`src/rtl/updown_sweep_pkg.sv`:
```
// Shared definitions for the up/down sweep controller and its counter core.
package updown_sweep_pkg;

  localparam int DEF_WIDTH  = 4;
  localparam int DEF_REPS_W = 4;

  // Explicit encodings keep the state register layout stable for anyone
  // probing it in a waveform or a legacy debug bus.
  typedef enum logic [1:0] {
    ST_IDLE = 2'd0,
    ST_UP   = 2'd1,
    ST_DOWN = 2'd2,
    ST_DONE = 2'd3
  } sweep_state_e;

endpackage

```
`src/rtl/updown_counter_core.sv`:
```
// Loadable up/down counter. Load wins over step; clears to 0 on reset.
module updown_counter_core
  import updown_sweep_pkg::*;
#(
  parameter int WIDTH = DEF_WIDTH
) (
  input  logic             clk,
  input  logic             rst,
  input  logic             en,
  input  logic             load,
  input  logic [WIDTH-1:0] load_val,
  input  logic             down,
  output logic [WIDTH-1:0] count
);

  localparam logic [WIDTH-1:0] STEP = 1;

  // Counter register: load, else step one in the requested direction.
  // NOTE: clocked state is written with <= so every register samples the
  // pre-edge values, independent of block ordering in the simulator.
  always_ff @(posedge clk or negedge rst) begin
    if (!rst) begin
      count <= '0;
    end else if (load) begin
      count <= load_val;
    end else if (en) begin
      count <= down ? (count - STEP) : (count + STEP);
    end
  end

endmodule

```
`src/rtl/updown_sweep_ctrl.sv`:
```
// Triangle-sweep sequencer: runs a counter core between latched lo/hi
// bounds for a programmed number of cycles (0 = until abort).
module updown_sweep_ctrl
  import updown_sweep_pkg::*;
#(
  parameter int WIDTH  = DEF_WIDTH,
  parameter int REPS_W = DEF_REPS_W
) (
  input  logic              clk,
  input  logic              rst,
  input  logic              start,
  input  logic              abort,
  input  logic              mode,
  input  logic [WIDTH-1:0]  lo,
  input  logic [WIDTH-1:0]  hi,
  input  logic [REPS_W-1:0] reps,
  output logic [WIDTH-1:0]  count,
  output logic              dir,
  output logic              busy,
  output logic              done,
  output logic              cfg_err
);

  localparam logic [REPS_W-1:0] ONE_REP = 1;

  sweep_state_e      state, state_nxt;
  logic [WIDTH-1:0]  lo_q, hi_q;
  logic [REPS_W-1:0] reps_q, rep_cnt, rep_nxt;
  logic              mode_q;

  logic              ctr_en, ctr_load, ctr_down;
  logic [WIDTH-1:0]  ctr_load_val;
  logic              latch_cfg, cfg_bad, rep_inc, last_rep;

  assign rep_nxt  = rep_cnt + ONE_REP;
  // Only a finite sweep can finish; reps == 0 never matches here.
  assign last_rep = (reps_q != '0) && (rep_nxt == reps_q);

  updown_counter_core #(.WIDTH(WIDTH)) u_core (
    .clk      (clk),
    .rst      (rst),
    .en       (ctr_en),
    .load     (ctr_load),
    .load_val (ctr_load_val),
    .down     (ctr_down),
    .count    (count)
  );

  // Next-state and counter-core control decode.
  // NOTE: every signal gets a default before the case so no path leaves one
  // unassigned, which would otherwise infer a latch.
  always_comb begin
    state_nxt    = state;
    ctr_en       = 1'b0;
    ctr_load     = 1'b0;
    ctr_load_val = lo;
    ctr_down     = 1'b0;
    latch_cfg    = 1'b0;
    cfg_bad      = 1'b0;
    rep_inc      = 1'b0;

    unique case (state)
      ST_IDLE: begin
        if (start) begin
          if (lo >= hi) begin
            cfg_bad = 1'b1;
          end else begin
            latch_cfg    = 1'b1;
            ctr_load     = 1'b1;
            ctr_load_val = mode ? hi : lo;
            state_nxt    = mode ? ST_DOWN : ST_UP;
          end
        end
      end

      ST_UP: begin
        // Abort outranks both the turn-around and the cycle end.
        if (abort) begin
          state_nxt = ST_IDLE;
        end else if (count != hi_q) begin
          ctr_en = 1'b1;
        end else if (!mode_q) begin
          ctr_en    = 1'b1;
          ctr_down  = 1'b1;
          state_nxt = ST_DOWN;
        end else begin
          rep_inc = (reps_q != '0);
          if (last_rep) begin
            state_nxt = ST_DONE;
          end else begin
            ctr_en    = 1'b1;
            ctr_down  = 1'b1;
            state_nxt = ST_DOWN;
          end
        end
      end

      ST_DOWN: begin
        if (abort) begin
          state_nxt = ST_IDLE;
        end else if (count != lo_q) begin
          ctr_en   = 1'b1;
          ctr_down = 1'b1;
        end else if (mode_q) begin
          ctr_en    = 1'b1;
          state_nxt = ST_UP;
        end else begin
          rep_inc = (reps_q != '0);
          if (last_rep) begin
            state_nxt = ST_DONE;
          end else begin
            ctr_en    = 1'b1;
            state_nxt = ST_UP;
          end
        end
      end

      ST_DONE: state_nxt = ST_IDLE;

      default: state_nxt = ST_IDLE;
    endcase
  end

  // State register plus status flags registered from the next state, so
  // they line up with the state they describe.
  always_ff @(posedge clk or negedge rst) begin
    if (!rst) begin
      state   <= ST_IDLE;
      busy    <= 1'b0;
      dir     <= 1'b0;
      done    <= 1'b0;
      cfg_err <= 1'b0;
    end else begin
      state   <= state_nxt;
      busy    <= (state_nxt == ST_UP) || (state_nxt == ST_DOWN);
      dir     <= (state_nxt == ST_DOWN);
      done    <= (state_nxt == ST_DONE);
      cfg_err <= cfg_bad;
    end
  end

  // Sweep configuration, captured only when a start is accepted.
  always_ff @(posedge clk or negedge rst) begin
    if (!rst) begin
      lo_q   <= '0;
      hi_q   <= '0;
      reps_q <= '0;
      mode_q <= 1'b0;
    end else if (latch_cfg) begin
      lo_q   <= lo;
      hi_q   <= hi;
      reps_q <= reps;
      mode_q <= mode;
    end
  end

  // Completed-cycle counter; frozen in infinite mode so it cannot overflow.
  always_ff @(posedge clk or negedge rst) begin
    if (!rst) begin
      rep_cnt <= '0;
    end else if (latch_cfg) begin
      rep_cnt <= '0;
    end else if (rep_inc) begin
      rep_cnt <= rep_nxt;
    end
  end

endmodule

```
`config.mk`:
```
export PLATFORM = sky130hd
export DESIGN_NAME = updown_sweep_ctrl
export DESIGN_NICKNAME = d
export VERILOG_FILES = /design/src/rtl/updown_sweep_pkg.sv /design/src/rtl/updown_counter_core.sv /design/src/rtl/updown_sweep_ctrl.sv
export SDC_FILE = /design/constraint.sdc
export NUM_CORES = 1
export LEC_CHECK = 0
export ABC_AREA = 1
export BUFFER_PORTS_ARGS = -buffer_cell sky130_fd_sc_hd__buf_2
export CAP_MARGIN = 20
export CORE_MARGIN = 5
export CORE_UTILIZATION = 50
export CTS_CLUSTER_DIAMETER = 40
export DETAILED_ROUTE_END_ITERATION = 16
export PLACE_DENSITY = 0.74
export REMOVE_ABC_BUFFERS = 1
export SYNTH_ARGS = -nofsm -noshare
export SYNTH_HDL_FRONTEND = slang
export SYNTH_SLANG_ARGS = --single-unit
export TNS_END_PERCENT = 5
```
`constraint.sdc`:
```
create_clock -name clk -period 2.1 [get_ports clk]
set_input_delay 0.42 -clock clk [delete_from_list [all_inputs] [get_ports clk]]
set_output_delay 0.42 -clock clk [all_outputs]
set_load 0.1 [all_outputs]
```
# Yosys cells after proc, flatten, opt, wreduce, memory -nomap -nowiden
# Index checks and enable logic that the tools add are counted.
# W data, S select, Z words.
# totals
input_bits,17
output_inout_bits,8
regBits,27
# op_classes
magnitude_cmp,1
addsub,3
reduce_logical,6
muxes,47
n_eq_ne,9
# ops
cell,n
$mux W4,9
$mux W1,25
$mux W2,9
$add A4 B1 Y4 const B,2
$eq A2 B2 Y1 const B,4
$ne A4 B4 Y1,2
$pmux W2 S4,1
$pmux W1 S2,3
$eq A2 B1 Y1 const B,2
$eq A4 B4 Y1,1
$ge A4 B4 Y1,1
$reduce_bool A2 Y1,2
$reduce_bool A4 Y1,1
$sub A4 B1 Y4 const B,1
$logic_not A2 Y1,1
$logic_and A1 B1 Y1,1
$logic_or A1 B1 Y1,1

# Logic depth before layout (Yosys ltp)
# logic_depth
ltp_word,11
mapped_depth,19

# Modules after synthesis
# Synthesis repeated with hierarchy kept, for this count alone.
# unflattened
hier_cells,252
hier_area_um2,1833.0
# modules_own_cells
module,cells_per_inst,area_each_um2,n_inst
updown_sweep_ctrl,215,1534.0,1
updown_counter_core,37,299.0,1

# Worst setup path before layout
# OpenSTA, ideal clock, no wires.
# synth_path
kind,register to register
start,reg u_core.count[1]
end,reg u_core.count[2]
arrival_ps,2470
stages_incl_launch_ff,15
t_required_ps,2018
n_path_buf,0
period_less_slack_ps,2552
setup_slack_ps,-452
cell_sequence,dfrtp_1 > xor2_1 > nor2_1 > nand2_2 > nand2_4 > a21oi_4 > nand3_1 > nand2_2 > inv_1 > ha_1 > inv_1 > nand2_1 > a21oi_1 > o21ai_1 > a22oi_2
# synth_via
elab_chain_len,7
elab_cells_between_ends,18
cone_classes,add/sub: 2; eq/ne: 2; mux: 13; reduce/logical: 1
# synth_lines
item,line,source
from (decl),updown_counter_core.sv:13,output logic [WIDTH-1:0] count
from (signal assigned),updown_counter_core.sv:25,count <= load_val;
from (signal assigned),updown_counter_core.sv:27,count <= down ? (count - STEP) : (count + STEP);
$ne A4 B4 Y1 (on tied branches),"updown_sweep_ctrl.sv:101, updown_sweep_ctrl.sv:80",
$mux W1 (on tied branches),"updown_sweep_ctrl.sv:101, updown_sweep_ctrl.sv:80",
$mux W1 (on tied branches),"updown_sweep_ctrl.sv:99, updown_sweep_ctrl.sv:78",
$pmux W1 S2,updown_sweep_ctrl.sv:62,unique case (state)
$mux W4,updown_counter_core.sv:27,
$mux W4,updown_counter_core.sv:26,end else if (en) begin
$mux W4,updown_counter_core.sv:24,end else if (load) begin
# Parallel ways exist; a longest one is shown, timed or not. The select of a mux whose other input is x is not followed.
# A chain may end at the register's enable or synchronous reset.

# Final worst setup path
# layout_path
start,reg rep_cnt[0]
end,reg u_core.count[2]
# layout_via
elab_chain_len,11
elab_cells_between_ends,18
cone_classes,add/sub: 1; eq/ne: 1; mux: 14; reduce/logical: 2
# layout_lines
item,line,source
from (decl),updown_sweep_ctrl.sv:28,"logic [REPS_W-1:0] reps_q, rep_cnt, rep_nxt;"
from (signal assigned),updown_sweep_ctrl.sv:164,rep_cnt <= rep_nxt;
$add A4 B1 Y4 *,updown_sweep_ctrl.sv:35,assign rep_nxt = rep_cnt + ONE_REP;
$eq A4 B4 Y1 *,updown_sweep_ctrl.sv:37,assign last_rep = (reps_q != '0) && (rep_nxt == reps_q);
$logic_and A1 B1 Y1 *,updown_sweep_ctrl.sv:37,
$mux W1 *,"updown_sweep_ctrl.sv:88, updown_sweep_ctrl.sv:109",
$mux W1,updown_sweep_ctrl.sv:82,end else if (!mode_q) begin
$mux W1,updown_sweep_ctrl.sv:80,end else if (count != hi_q) begin
$mux W1,updown_sweep_ctrl.sv:78,if (abort) begin
$pmux W1 S2,updown_sweep_ctrl.sv:62,
$mux W4,updown_counter_core.sv:27,
$mux W4,updown_counter_core.sv:26,
$mux W4,updown_counter_core.sv:24,
# Mark *: on every way between the ends. The rest lies on a longest branch, timed or not. The select of a mux whose other input is x is not followed.

==> results.md <==
* Outcome: finished with violations
* Failing checks: setup timing
* Share of power burned in registers at 0.269
* Slew headroom at 0.603
* Static Leak at 1.20 nW
* # setup viols final at 4
* Post-synth top cells: 52 x nand2_1, 31 x inv_1, 27 x dfrtp_1
* Crit path DAT at 2.47 ns
* Clock Tree Root: clkbuf_4
* Synth Flop Type: dfrtp_1
* Netlist cell types at 36
* # IOs at 25
* DRC at 0
* Register-to-register setup slack at -0.11 ns
* Area leader, netlist: dfrtp_1
* Clock Power Share at 0.068
* Area growth from synthesis to layout at 28.5%
* Max-slew violations at 0
* Worst-path fanout max at 4
* Via count at 1,692
* VDD IR-drop max at 1.07 mV
* Placer Congestion at 0.815
* WS Path Type: register to register
* Worst-Skew Late Latency at 0.34 ns
* Hold Vio Cnt, Final at 0
* Setup WS pre-CTS at -0.221 ns
* H-tree Lvls at 1
* Synth Warn # at 0
* Final HPWL DP at 3240 microns
* Most frequent cell after synthesis: nand2_1
* Sw power at 0.00181 W
* Worst slew pin tran at 0.596 ns
* Die width at 69.6 microns
* Iter 0 DRT Violations at 82
* WL/cell at 12.1 microns
* Clock skew at 0.0190 ns
* Diode count at 0
* Hold_buf cts at 0
* Die area at 4850 sq um
* Startpoint types: register
* Largest net degree at the start of global routing at 28
* Min-delay worst type: input port to asynchronous set/reset pin
* Max Cap Viol at 0
* # nets final at 313
* RSZ-0062 raised after global routing: yes
* Die height at 69.6 microns
* Mapped Cells at 227
* Post-synthesis register bit count at 27
* Switching share of power at 0.519
* Synth top area share at 0.380
* Antenna Nets Post-Route at 0
* Kind of end point of the critical path: register
* Final min period at 2.21 ns
* First-pass GRT wire length at 6840 microns
* Peak Freq at 452 MHz
* Final Non-Filler Cells at 329
* Placed Area at 2160 sq um
* Share of layout cells above drive strength 1 at 0.322
* Int Pwr at 0.00167 W
* Post-DR vias/cell at 5.14
* Mean Syn Cell Area at 7.83 sq um
* Number of synthesized flops with an enable pin at 0
* Total global-route track usage at 0.168
* Grt total ovfl at 0
* Hold slack final at 0.0523 ns
* Final instance area at 2280 sq um
* CTS clk-pin slew, worst paths at 0.16 ns
* # clock sinks at 27
* Port Buffers at 24
* Vias in the first global route at 1,638
* Top post-synthesis cells by area: dfrtp_1 38%, nand2_1 11%, ha_1 8.5%
* Initial Utilization at 0.524
* Setup ws final at -0.112 ns
* Bufs on Longest Clock Path at 2
* Cts bufs inserted at 3
* Pwr per Cell Area at 1530 nW/um^2
* CTS tree: yes
* Drt total wl at 4000 microns
* Post-synthesis sequential area ratio at 0.380
* Core area at 3390 sq um
* Netlist Area Pre-Place at 1780 sq um
* Post-Place Cells at 324
* Num rows at 21
* Async SR Flop Fraction at 1.00
* Combinational cell fraction of total power at 0.664
* Period utilisation layout at 1.05
* DR pass1 iterations at 4
* Initial antenna violation count at 0
* Worst Path Required at 2.36 ns
-- worst max-delay path: stages, from the launching register on --
cell and delay (ns):
dfrtp_1 0.44, ha_4 0.29, xnor2_2 0.10, nand2_1 0.08, nor2_2 0.14, nand3_2 0.09
nand2_2 0.10, nand2_4 0.08, nand2_4 0.07, nand2_4 0.06, nand2_4 0.06, inv_2 0.04
ha_4 0.14, inv_2 0.06, nand2_4 0.05, a21oi_2 0.14, o21ai_2 0.07, a22oi_2 0.13
-- routing by layer --
metal  track usage  vias up  part of all wire
met5             0        -                 0
met4        0.0574        0             0.011
met3        0.0217        4             0.036
met2         0.302       29              0.50
met1         0.206      798              0.46
li1              -      861                 -
-- timing repair --
action,CTS,global route
setup endpoints to repair,6,7
setup buffers,1,0
cloned,0,0
pin swaps,6,11
resized for setup,9,11
-- power by group through the flow --
stage	Combinational, W	Clock [W]	Sequential (W)
after floorplan	0.00104	0	0.00139
after global placement	0.00208	0	0.000926
after detailed placement	0.00213	0	0.000938
after CTS	0.00224	0.000245	0.000936
after global routing	0.00255	0.000258	0.000967
final	0.00231	0.000236	0.000936
-- path summary, 6_finish.rpt --
kind                                               end  cells after the start                    from
setup / recovery           u_core.count[2]$_DFFE_PN0P_                     17  rep_cnt[0]$_DFFE_PN0P_
hold / removal                          busy$_DFF_PN0_                      1                     rst
setup reg to reg           u_core.count[2]$_DFFE_PN0P_                     17  rep_cnt[0]$_DFFE_PN0P_
hold reg to reg                    hi_q[0]$_DFFE_PN0P_                      2     hi_q[0]$_DFFE_PN0P_
max in group asynchronous          lo_q[0]$_DFFE_PN0P_                      1                     rst
min in group clk                 reps_q[1]$_DFFE_PN0P_                      3                 reps[1]
-- metrics by stage --
stage / TNS (ns) / power [W] / util
2_1_floorplan: -4.30 / 0.00243 / -
3_3_place_gp: -0.474 / 0.00301 / 0.637
3_5_place_dp: -1.26 / 0.00307 / 0.637
4_1_cts: -0.211 / 0.00342 / 0.662
5_1_grt: -1.15 / 0.00377 / 0.674
6_report: -0.193 / 0.00348 / 0.674
-- area by class of cell --
| class | count | area (sq um) |
|---|---|---|
| timing repair buffer | 55 | 353 |
| clock inverter | 1 | 7.51 |
| sequential | 27 | 676 |
| fill | 276 | 1110 |
| tap | 46 | 57.6 |
| clock buffer | 3 | 22.5 |
| multi-input combinational | 161 | 1030 |
| inverter | 36 | 136 |
-- cell usage in the layout (no fill, tap or decap), drive strengths merged, types with 2 or more instances in the layout --
cell    count
buf        55
inv        35
xor2        8
nand3      17
nand4       6
a22oi       2
o21ai      25
ha         12
nor2       11
a21oi       6
clkbuf      3
nand2      59
a31oi       5
dfrtp      27
-- registers in the layout, indices dropped and copies added, names as in the netlist --
register	cells
mode_q	1
hi_q	4
reps_q	4
cfg_err	1
u_core.count	4
lo_q	4
dir	1
done	1
busy	1
rep_cnt	4
state	2
-- kinds of logic after synthesis --
| kind of cell | count (synthesis) | share of synthesized area |
|---|---|---|
| AO/OA/AOI/OAI | 44 | 0.155 |
| flip-flops | 27 | 0.380 |
| adder cells (fa/ha/maj) | 12 | 0.0845 |
| AND/OR/NAND/NOR | 96 | 0.248 |
| XOR/XNOR | 9 | 0.0444 |
| buffers and inverters | 39 | 0.0880 |
Power figures use the tool's default switching activity.
